$ cat config.mk
export PLATFORM = sky130hd
export DESIGN_NAME = sqrt_lut_interp
export DESIGN_NICKNAME = d
export VERILOG_FILES = /design/src/rtl/sqrt_lut_interp.sv
export SDC_FILE = /design/constraint.sdc
export NUM_CORES = 1
export LEC_CHECK = 0
export CORE_UTILIZATION = 50
export DETAILED_ROUTE_END_ITERATION = 6
export DONT_BUFFER_PORTS = 1
export GPL_TIMING_DRIVEN = 1
export PLACE_DENSITY = 0.67
export SETUP_SLACK_MARGIN = 0.05
export SLEW_MARGIN = 40
export SYNTH_ARGS = -nofsm -noshare
export SYNTH_HDL_FRONTEND = slang
export SYNTH_SLANG_ARGS = --single-unit
$ cat constraint.sdc
create_clock -name clk -period 4.6 [get_ports clk]
set_input_delay 0.69 -clock clk [delete_from_list [all_inputs] [get_ports clk]]
set_output_delay 0.69 -clock clk [all_outputs]
set_load 0.03 [all_outputs]
$ cat src/rtl/sqrt_lut_interp.sv
// Piecewise-linear square-root evaluator: one coefficient ROM read per operand,
// then out_y = B + ((K * frac) >> FRAC_W), clipped to 12'hFFF, returned over valid/ready.
module sqrt_lut_interp #(
  parameter int ROM_LAT = 1,
  parameter int FRAC_W  = 6
) (
  input  logic        clk,
  input  logic        rst_n,
  input  logic        in_valid,
  output logic        in_ready,
  input  logic [15:0] in_x,
  output logic        rom_en,
  output logic [9:0]  rom_addr,
  input  logic [19:0] rom_para,
  output logic        out_valid,
  input  logic        out_ready,
  output logic [11:0] out_y,
  output logic        out_sat
);

  localparam logic [2:0] S_IDLE = 3'd0;
  localparam logic [2:0] S_RD   = 3'd1;
  localparam logic [2:0] S_WAIT = 3'd2;
  localparam logic [2:0] S_CALC = 3'd3;
  localparam logic [2:0] S_OUT  = 3'd4;

  localparam logic [1:0] CNT_INIT = 2'(ROM_LAT - 1);

  logic [2:0]          state_q, state_d;
  logic [9:0]          addr_q, addr_d;
  logic [FRAC_W-1:0]   frac_q, frac_d;
  logic [1:0]          cnt_q, cnt_d;
  logic [19:0]         coef_q, coef_d;
  logic                out_valid_q, out_valid_d;
  logic [11:0]         out_y_q, out_y_d;
  logic                out_sat_q, out_sat_d;

  logic [7+FRAC_W:0]   prod;
  logic [7:0]          inc;
  logic [12:0]         sum;

  always_comb begin
    prod = coef_q[7:0] * frac_q;
    inc  = prod[7+FRAC_W:FRAC_W];
    sum  = {1'b0, coef_q[19:8]} + {5'b0, inc};
  end

  always_comb begin
    state_d     = state_q;
    addr_d      = addr_q;
    frac_d      = frac_q;
    cnt_d       = cnt_q;
    coef_d      = coef_q;
    out_valid_d = out_valid_q;
    out_y_d     = out_y_q;
    out_sat_d   = out_sat_q;
    case (state_q)
      S_IDLE: begin
        if (in_valid) begin
          addr_d  = in_x[15:FRAC_W];
          frac_d  = in_x[FRAC_W-1:0];
          state_d = S_RD;
        end
      end
      S_RD: begin
        cnt_d   = CNT_INIT;
        state_d = S_WAIT;
      end
      S_WAIT: begin
        if (cnt_q == 2'd0) begin
          coef_d  = rom_para;
          state_d = S_CALC;
        end else begin
          cnt_d = cnt_q - 2'd1;
        end
      end
      S_CALC: begin
        // sum[12] set means the 13-bit sum exceeds the 12-bit Q8.4 range
        out_y_d     = sum[12] ? 12'hFFF : sum[11:0];
        out_sat_d   = sum[12];
        out_valid_d = 1'b1;
        state_d     = S_OUT;
      end
      S_OUT: begin
        if (out_ready) begin
          out_valid_d = 1'b0;
          state_d     = S_IDLE;
        end
      end
      default: state_d = S_IDLE;
    endcase
  end

  always_ff @(posedge clk or negedge rst_n) begin
    if (!rst_n) begin
      state_q     <= S_IDLE;
      addr_q      <= '0;
      frac_q      <= '0;
      cnt_q       <= '0;
      coef_q      <= '0;
      out_valid_q <= 1'b0;
      out_y_q     <= '0;
      out_sat_q   <= 1'b0;
    end else begin
      state_q     <= state_d;
      addr_q      <= addr_d;
      frac_q      <= frac_d;
      cnt_q       <= cnt_d;
      coef_q      <= coef_d;
      out_valid_q <= out_valid_d;
      out_y_q     <= out_y_d;
      out_sat_q   <= out_sat_d;
    end
  end

  // in_ready is gated by rst_n so it reads 0 for the whole reset pulse
  assign in_ready  = rst_n && (state_q == S_IDLE);
  assign rom_en    = (state_q == S_RD);
  assign rom_addr  = addr_q;
  assign out_valid = out_valid_q;
  assign out_y     = out_y_q;
  assign out_sat   = out_sat_q;

endmodule

==> results of run 1 <==
worst max-delay path: cells and delay by family (launching register included):
kind / cells / cell delay, ns
XOR/XNOR: 1 / 0.08
AO/OA/AOI/OAI: 4 / 0.77
buffers and inverters: 4 / 0.38
flip-flops: 1 / 0.45
AND/OR/NAND/NOR: 6 / 1.11
adder cells (fa/ha/maj): 5 / 1.86
state kept, by name, summed over array words and instances (netlist names):
register   flops
coef_q        20
out_y         12
rom_addr      10
frac_q         6
state_q        3
cnt_q          2
out_sat        1
out_valid      1
metrics by stage:
stage / cell area [sq um] / utilization / setup WS [ns] / hold slack (ns)
detailed placement: 4330 / 0.584 / -0.276 / 0.396
CTS: 4600 / 0.621 / -0.109 / 0.0438
floorplan: 3990 / - / 0.0618 / 0.394
global route: 4680 / 0.631 / -0.445 / 0.0334
finish: 4680 / 0.631 / -0.212 / 0.0527
global placement: 4330 / 0.584 / -0.197 / 0.396
what timing repair did:
| action | in CTS | in global routing |
|---|---|---|
| cloned | 1 | 0 |
| setup buffers | 4 | 3 |
| endpoints found under the setup margin | 13 | 13 |
| pin swaps | 24 | 16 |
| gates resized for setup | 42 | 15 |
cells by family after synthesis:
logic type                 Yosys count
and+or+nand+nor                    113
buffers and inverters               55
DFF                                 55
adders and majority gates           53
AOI/OAI and AO/OA                   50
muxes                               37
xor gates and xnor gates            14
cell type report:
type / instances / area [sq um] / share of cell area
Multi-Input combinational cell: 267 / 2560 / 0.548
Sequential cell: 55 / 1390 / 0.297
Clock inverter: 2 / 13.8 / 0.00294
Clock buffer: 6 / 82.6 / 0.0177
Timing Repair Buffer: 42 / 330 / 0.0706
Tap cell: 99 / 124 / 0.0265
Inverter: 46 / 175 / 0.0375
metal layers:
metal / vias to the layer above / wire length (um) / part of all wire
li1: 1334 / - / -
met1: 1372 / 3610 / 0.44
met2: 54 / 4060 / 0.50
met3: 18 / 296 / 0.036
met4: 0 / 214 / 0.026
met5: - / 0 / 0
worst paths after layout:
check	slack, ns	end	startpoint	cells after the start
min reg2reg	0.51	cnt_q[1]$_DFFE_PN0P_	cnt_q[1]$_DFFE_PN0P_	2
min	0.05	out_y[8]$_DFFE_PN0P_	rst_n	0
min in group clk	0.50	frac_q[3]$_DFFE_PN0P_	in_x[3]	1
max reg2reg	-0.21	out_y[9]$_DFFE_PN0P_	frac_q[2]$_DFFE_PN0P_	20
max in group asynchronous	4.45	coef_q[4]$_DFFE_PN0P_	rst_n	0
max	-0.21	out_y[9]$_DFFE_PN0P_	frac_q[2]$_DFFE_PN0P_	20
cells in the final DEF (no fill, tap or decap), drive strengths merged, types with 2 or more instances in the layout:
master,instances
nand4,2
xnor2,8
inv,47
mux2,36
fa,25
nand2,24
a21oi,17
a31oi,7
nor2b,2
a211oi,2
nor2,24
buf,42
or3,2
a41oi,2
ha,28
o21ai,11
nor3b,2
and3,4
dfrtp,55
nor3,9
clkbuf,6
xor2,6
and2,35
a21o,2
o31ai,3
nand3,3
==> out/metrics.csv, run 1 <==
metric;value;unit
Core Region;7410;sq um
setup violators final;13;
most common cell in the netlist;dfrtp_1;
Distinct cells, synth;44;
Tightest Pin Transition;0.645;ns
Worst Path Max Fanout;5;
Vias;2778;
Final Hold Viols;0;
Iter 0 DRT Violations;71;
most used flip-flop cell after synthesis;dfrtp_1;
total global-route track usage;0.214;
Post-Synth XOR/XNOR Area;0.0315;
Worst setup EP type;flip-flop;
Syn Inst Count;377;
Seq cells post-synth;55;
die outline width;90.3;um
YS warnings;0;
GR Util met1;0.282;
non-filler cells in the finished layout;517;
initial antenna violation count;0;
Fin Clk Skew;0.00748;ns
synth top area cells;dfrtp_1 35%, fa_1 13%, ha_1 9.0%;
RSZ-0062 raised after global routing;yes;
dpl cells;501;
outcome;complete, but fails checks;
# diodes;0;
final wirelength;8180;um
Required @ worst endpoint;4.76;ns
first-pass GRT wire length;13800;um
Die H;90.3;um
grt peak-use layer;met2;
share of post-route cells with drive strength above 1;0.352;
row cnt;31;
CTS max path bufs;2;
sequential area share after synthesis;0.353;
met2 usage;0.362;
Initial Util;0.526;
leading area contributor after synthesis;dfrtp_1;
RD Place Congestion;0.859;
Nets;510;
FMAX;0.208;GHz
largest net degree at the start of global routing;57;
hold buffer count at CTS;0;
CP Cell Sequence;buf_4 > buf_4 > and2_1 > ha_1 > fa_1 > inv_1 > fa_1 > inv_1 > ha_4 > and3_4 > and3_4 > a22oi_2 > nor2b_4 > xnor2_1 > ha_2 > nor3_2 > o21ai_2 > a311oi_2 > or3_1 > a41oi_2;
Residual DRC;0;
vias in the first global route;2837;
Vias/cell;5.37;
share of the synthesized area in the top cell type;0.353;
met3 Track Usage GR;0.0328;
crit path launch type;flip-flop;
mapped cell area;3900;sq um
H-tree levels;2;
Tcrit/Tclk final;1.05;
Synth Area in Compound Gates;0.0838;
critical path type;flip-flop to flip-flop;
total negative slack;-1.98;ns
Slew Limit Fails;0;
CTS sink cnt;55;
io pins;66;
count of input and output buffers;0;
drt wl/cell;15.8;um
Mapped Nets;470;
min cycle time layout;4.81;ns
remaining global-route overflow;0;
Synth async-reset ratio;1.00;
mux cell area share after synthesis;0.107;
Detailed Routing Iterations Pass 1;4;
final worst slack;-0.212;ns
largest family of logic cells by synthesized area;adder cells;
max cap viols;0;
Slew headroom;0.570;
# fillers;591;
failing checks;setup timing;
Detailed Place HPWL;6090;um
Worst-Skew Late Latency;0.32;ns
ANT nets after route;0;
CP max stage delay;0.54;ns
clock slew at reported path FFs;0.10;ns
area growth from synthesis to final layout;20.0;%
HP Class;input port to async pin;
fraction of the mapped netlist area in simple logic gates;0.152;
Worst path slowest cell;fa_1;
die footprint;8150;sq um
number of enable flip-flop cells after synthesis;0;
CTS Buf Count;5;
CP arrival;4.98;ns
Avg Cell Area, Syn;10.3;sq um
most frequent cells after synthesis;55 x dfrtp_1, 45 x inv_1, 35 x and2_1, 28 x ha_1, 28 x mux2_2;
Adder-Cell Fraction of Synth Area;0.218;
root buffer cell;clkbuf_8;
CTS tree;done;
Power of run 1 is not shown: default switching activity piles up to over one toggle a cycle in this logic, so the estimate is an artifact.
==> inputs of run 2 (changes only) <==
--- a/config.mk
+++ b/config.mk
@@ -12,5 +12,5 @@
 export PLACE_DENSITY = 0.67
 export SETUP_SLACK_MARGIN = 0.05
-export SLEW_MARGIN = 40
+export SLEW_MARGIN = 10
 export SYNTH_ARGS = -nofsm -noshare
 export SYNTH_HDL_FRONTEND = slang
==> constraint.sdc (replaced) <==
create_clock -name clk -period 4.6 [get_ports clk]
set_input_delay 0.46 -clock clk [delete_from_list [all_inputs] [get_ports clk]]
set_output_delay 0.46 -clock clk [all_outputs]
set_load 0.03 [all_outputs]
==> out/metrics.csv, run 2 (synthesis results as in run 1) <==
metric;value;unit
outcome;complete, but fails checks;
failing checks;setup timing;
final hold slack;0.271;ns
setup violators final;13;
Tcrit/Tclk final;1.05;
max cap viols;0;
FF-to-FF Start;frac_q[2]$_DFFE_PN0P_;
min cycle time layout;4.81;ns
die outline width;90.3;um
drt wl/cell;15.8;um
row cnt;31;
initial antenna violation count;0;
CTS tree;done;
final wirelength;8200;um
Reg with most FFs;coef_q;
Slew Limit Fails;0;
Iter 0 DRT Violations;85;
cell area after placement;4330;sq um
vias in the first global route;2853;
FMAX;0.208;GHz
first-pass GRT wire length;13800;um
Critical path buffers and inverters;4;
Fin Clk Skew;0.00775;ns
CTS Buf Count;5;
max FFs per register;20;
# fillers;590;
most common cell after layout, fill and taps aside;dfrtp_1;
RD Place Congestion;0.859;
share of post-route cells with drive strength above 1;0.350;
root buffer cell;clkbuf_8;
remaining global-route overflow;0;
ANT nets after route;0;
# diodes;0;
H-tree levels;2;
Initial Util;0.526;
CP max stage delay;0.54;ns
Detailed Place HPWL;6090;um
Worst Path Max Fanout;5;
final worst slack;-0.211;ns
crit path launch type;flip-flop;
CP Cell Sequence;buf_4 > buf_4 > and2_1 > ha_1 > fa_1 > inv_1 > fa_1 > inv_1 > ha_4 > and3_4 > and3_4 > a22oi_2 > nor2b_4 > xnor2_1 > ha_2 > nor3_2 > o21ai_2 > a311oi_2 > or3_1 > a41oi_2;
Hold Crit Start;in_x[3];
RSZ-0062 raised after global routing;yes;
CP arrival;4.97;ns
CTS sink cnt;55;
Residual DRC;0;
Required @ worst endpoint;4.76;ns
Slew headroom;0.453;
CTS max path bufs;2;
Detailed Routing Iterations Pass 1;4;
Nets;512;
fin area;4710;sq um
clock slew at reported path FFs;0.10;ns
HP Class;input port to flip-flop;
most frequent cells in the layout;46 x dfrtp_1, 41 x inv_1, 38 x buf_4;
Tightest Pin Transition;0.820;ns
Worst path slowest cell;fa_1;
count of input and output buffers;0;
critical path type;flip-flop to flip-flop;
Vias/cell;5.39;
crit-path leading delay family;adder cells;
beginning of the critical path;frac_q[2]$_DFFE_PN0P_;
dpl ws;-0.276;ns
Die H;90.3;um
io pins;66;
die footprint;8150;sq um
area growth from synthesis to final layout;21.0;%
Vias;2796;
Worst-Skew Late Latency;0.32;ns
Final Hold Viols;0;
total negative slack;-1.87;ns
Worst setup EP type;flip-flop;
total global-route track usage;0.215;
largest net degree at the start of global routing;56;
Core Region;7410;sq um
==> run 2: cell count changes in the layout (fill, tap and decap cells not counted), sizes merged <==
cell / before / now
buf: 42 / 43
dlygate4sd3: 0 / 1
==> run 2: layer usage <==
metal  vias to the layer above  global-route usage  share of wire
li1                       1342                   -              -
met2                        49               0.362           0.50
met1                      1387               0.286           0.44
met4                         0              0.0712          0.026
met5                         -                   0              0
met3                        18              0.0328          0.033
==> run 2: cell type report <==
type                            count  area, sq um  share of cell area
Sequential cell                    55         1390               0.294
Clock buffer                        6         82.6              0.0175
Clock inverter                      2         13.8             0.00292
Tap cell                           99          124              0.0263
Multi-Input combinational cell    267         2560               0.544
Inverter                           46          175              0.0372
Timing Repair Buffer               44          368              0.0780
==> run 2: timing repair <==
action                                  CTS  global route
endpoints found under the setup margin   13            13
pin swaps                                24            16
cloned                                    1             0
gates resized for setup                  42            15
hold buffers                              2             0
endpoints found under the hold margin    55             0
setup buffers                             4             3
==> run 2: worst reg2reg max path, stage by stage (launching register included) <==
cell      delay (ns)
dfrtp_2         0.45
buf_4           0.14
buf_4           0.13
and2_1          0.14
ha_1            0.33
fa_1            0.54
inv_1           0.05
fa_1            0.53
inv_1           0.06
ha_4            0.24
and3_4          0.18
and3_4          0.17
a22oi_2         0.19
nor2b_4         0.19
xnor2_1         0.08
ha_2            0.22
nor3_2          0.25
o21ai_2         0.10
a311oi_2        0.37
or3_1           0.18
a41oi_2         0.11
==> run 2: final timing paths <==
kind | end | slack [ns] | cells past startpoint
setup reg to reg | out_y[9]$_DFFE_PN0P_ | -0.21 | 20
hold reg to reg | cnt_q[1]$_DFFE_PN0P_ | 0.51 | 2
setup / recovery | out_y[9]$_DFFE_PN0P_ | -0.21 | 20
min in group asynchronous | out_y[10]$_DFFE_PN0P_ | 0.65 | 2
hold / removal | frac_q[3]$_DFFE_PN0P_ | 0.27 | 1
max in group asynchronous | coef_q[4]$_DFFE_PN0P_ | 3.70 | 2
==> run 2: metrics by stage <==
step | util | instances
final | 0.636 | 519
after global routing | 0.636 | 519
after CTS | 0.626 | 516
after detailed placement | 0.584 | 501
after global placement | 0.584 | 501
after floorplan | - | 377
Power of run 2 is left out for the same reason.
==> inputs of run 3 (changes only) <==
Settings changed: SKIP_CTS_REPAIR_TIMING set to 1.
==> out/metrics.csv, run 3 (synthesis results as in run 1) <==
metric;value;unit
total negative slack;-2.06;ns
Worst setup EP type;flip-flop;
io pins;66;
initial antenna violation count;0;
Required @ worst endpoint;4.76;ns
Detailed Routing Iterations Pass 1;4;
min cycle time layout;4.83;ns
Initial Util;0.526;
most common cell after layout, fill and taps aside;dfrtp_1;
non-filler cells in the finished layout;519;
HP Class;input port to async pin;
H-tree levels;2;
CP Cell Sequence;and2_4 > fa_1 > inv_1 > fa_1 > fa_1 > inv_2 > ha_4 > inv_4 > o41ai_4 > and2_4 > nor2_1 > xnor2_2 > ha_1 > a211oi_2 > o21ai_2 > a311oi_2 > or3_1 > a41oi_2;
die footprint;8150;sq um
row cnt;31;
final hold slack;-0.00619;ns
clock slew at reported path FFs;0.11;ns
area growth from synthesis to final layout;20.3;%
Detailed Place HPWL;6090;um
vias in the first global route;2759;
Tightest Pin Transition;0.816;ns
Vias/cell;5.37;
cell mode on critical path;fa_1;
Layout Utilization;0.632;
Residual DRC;0;
# diodes;0;
CTS sink cnt;55;
Worst Path Max Fanout;7;
Worst path slowest cell;fa_1;
count of input and output buffers;0;
Worst-Skew Late Latency;0.32;ns
outcome;complete, but fails checks;
largest net degree at the start of global routing;57;
dpl cells;501;
root buffer cell;clkbuf_8;
Slew headroom;0.456;
drt wl/cell;15.7;um
RSZ-0062 raised after global routing;yes;
Slew Limit Fails;0;
total global-route track usage;0.205;
final wirelength;8170;um
Final Hold Viols;16;
Die H;90.3;um
Core Region;7410;sq um
setup violators final;13;
CP arrival;4.99;ns
CTS tree;done;
max FFs per register;20;
Tcrit/Tclk final;1.05;
Reg with most FFs;coef_q;
die outline width;90.3;um
FMAX;0.207;GHz
Fin Clk Skew;0.00784;ns
CP max stage delay;0.54;ns
critical path type;flip-flop to flip-flop;
first-pass GRT wire length;13200;um
max cap viols;0;
remaining global-route overflow;0;
CTS Buf Count;5;
final worst slack;-0.229;ns
ANT nets after route;0;
CTS max path bufs;2;
RD Place Congestion;0.859;
crit path launch type;flip-flop;
share of post-route cells with drive strength above 1;0.329;
Nets;512;
Vias;2789;
Iter 0 DRT Violations;97;
most frequent cells in the layout;46 x dfrtp_1, 42 x inv_1, 39 x buf_4;
failing checks;hold timing, setup timing;
[run 3: changes by cell type in the layout (fill, tap and decap cells not counted), moves of 2 or more]
cell,change
a21oi_2,-2
and2_4,-2
and2_1,+2
a21oi_1,+2
nor2_1,+2
nor3_2,-2
[run 3: cell type report]
type	count	area, sq um
well taps	99	124
clock inverters	2	13.8
multi-input cells	267	2540
repair buffers	44	365
fillers	593	2720
flip-flops and latches	55	1390
clock buffers	6	82.6
inverters	46	175
[run 3: final timing paths]
check	from	end	slack (ns)	cells past startpoint
worst min-delay path	rst_n	out_y[10]$_DFFE_PN0P_	-0.006	1
worst min register to register	cnt_q[1]$_DFFE_PN0P_	cnt_q[1]$_DFFE_PN0P_	0.51	2
worst max register to register	coef_q[4]$_DFFE_PN0P_	out_y[9]$_DFFE_PN0P_	-0.23	18
min in group clk	in_x[3]	frac_q[3]$_DFFE_PN0P_	0.27	1
max in group asynchronous	rst_n	coef_q[4]$_DFFE_PN0P_	4.37	1
worst max-delay path	coef_q[4]$_DFFE_PN0P_	out_y[9]$_DFFE_PN0P_	-0.23	18
[run 3: metal layers]
metal	up-vias	GRT usage	part of all wire
met4	0	0.0753	0.024
met1	1381	0.273	0.44
met5	-	0	0
met3	15	0.0328	0.032
met2	51	0.341	0.51
li1	1342	-	-
[run 3: per-stage QoR]
| step | setup WS [ns] | instance area [sq um] |
|---|---|---|
| 2_1_floorplan | 0.0618 | 3990 |
| 3_3_place_gp | -0.197 | 4330 |
| 3_5_place_dp | -0.276 | 4330 |
| 4_1_cts | -0.307 | 4420 |
| 5_1_grt | -0.448 | 4690 |
| 6_report | -0.229 | 4690 |
[run 3: worst max-delay path: cells and delay by family, from the launching register on]
| family | cells | cell delay, ns |
|---|---|---|
| AOI/OAI and AO/OA | 5 | 1.19 |
| xor gates and xnor gates | 1 | 0.20 |
| and+or+nand+nor | 4 | 0.62 |
| adders and majority gates | 5 | 2.07 |
| buffers and inverters | 3 | 0.13 |
| DFF | 1 | 0.47 |
Power of run 3 is left out for the same reason.
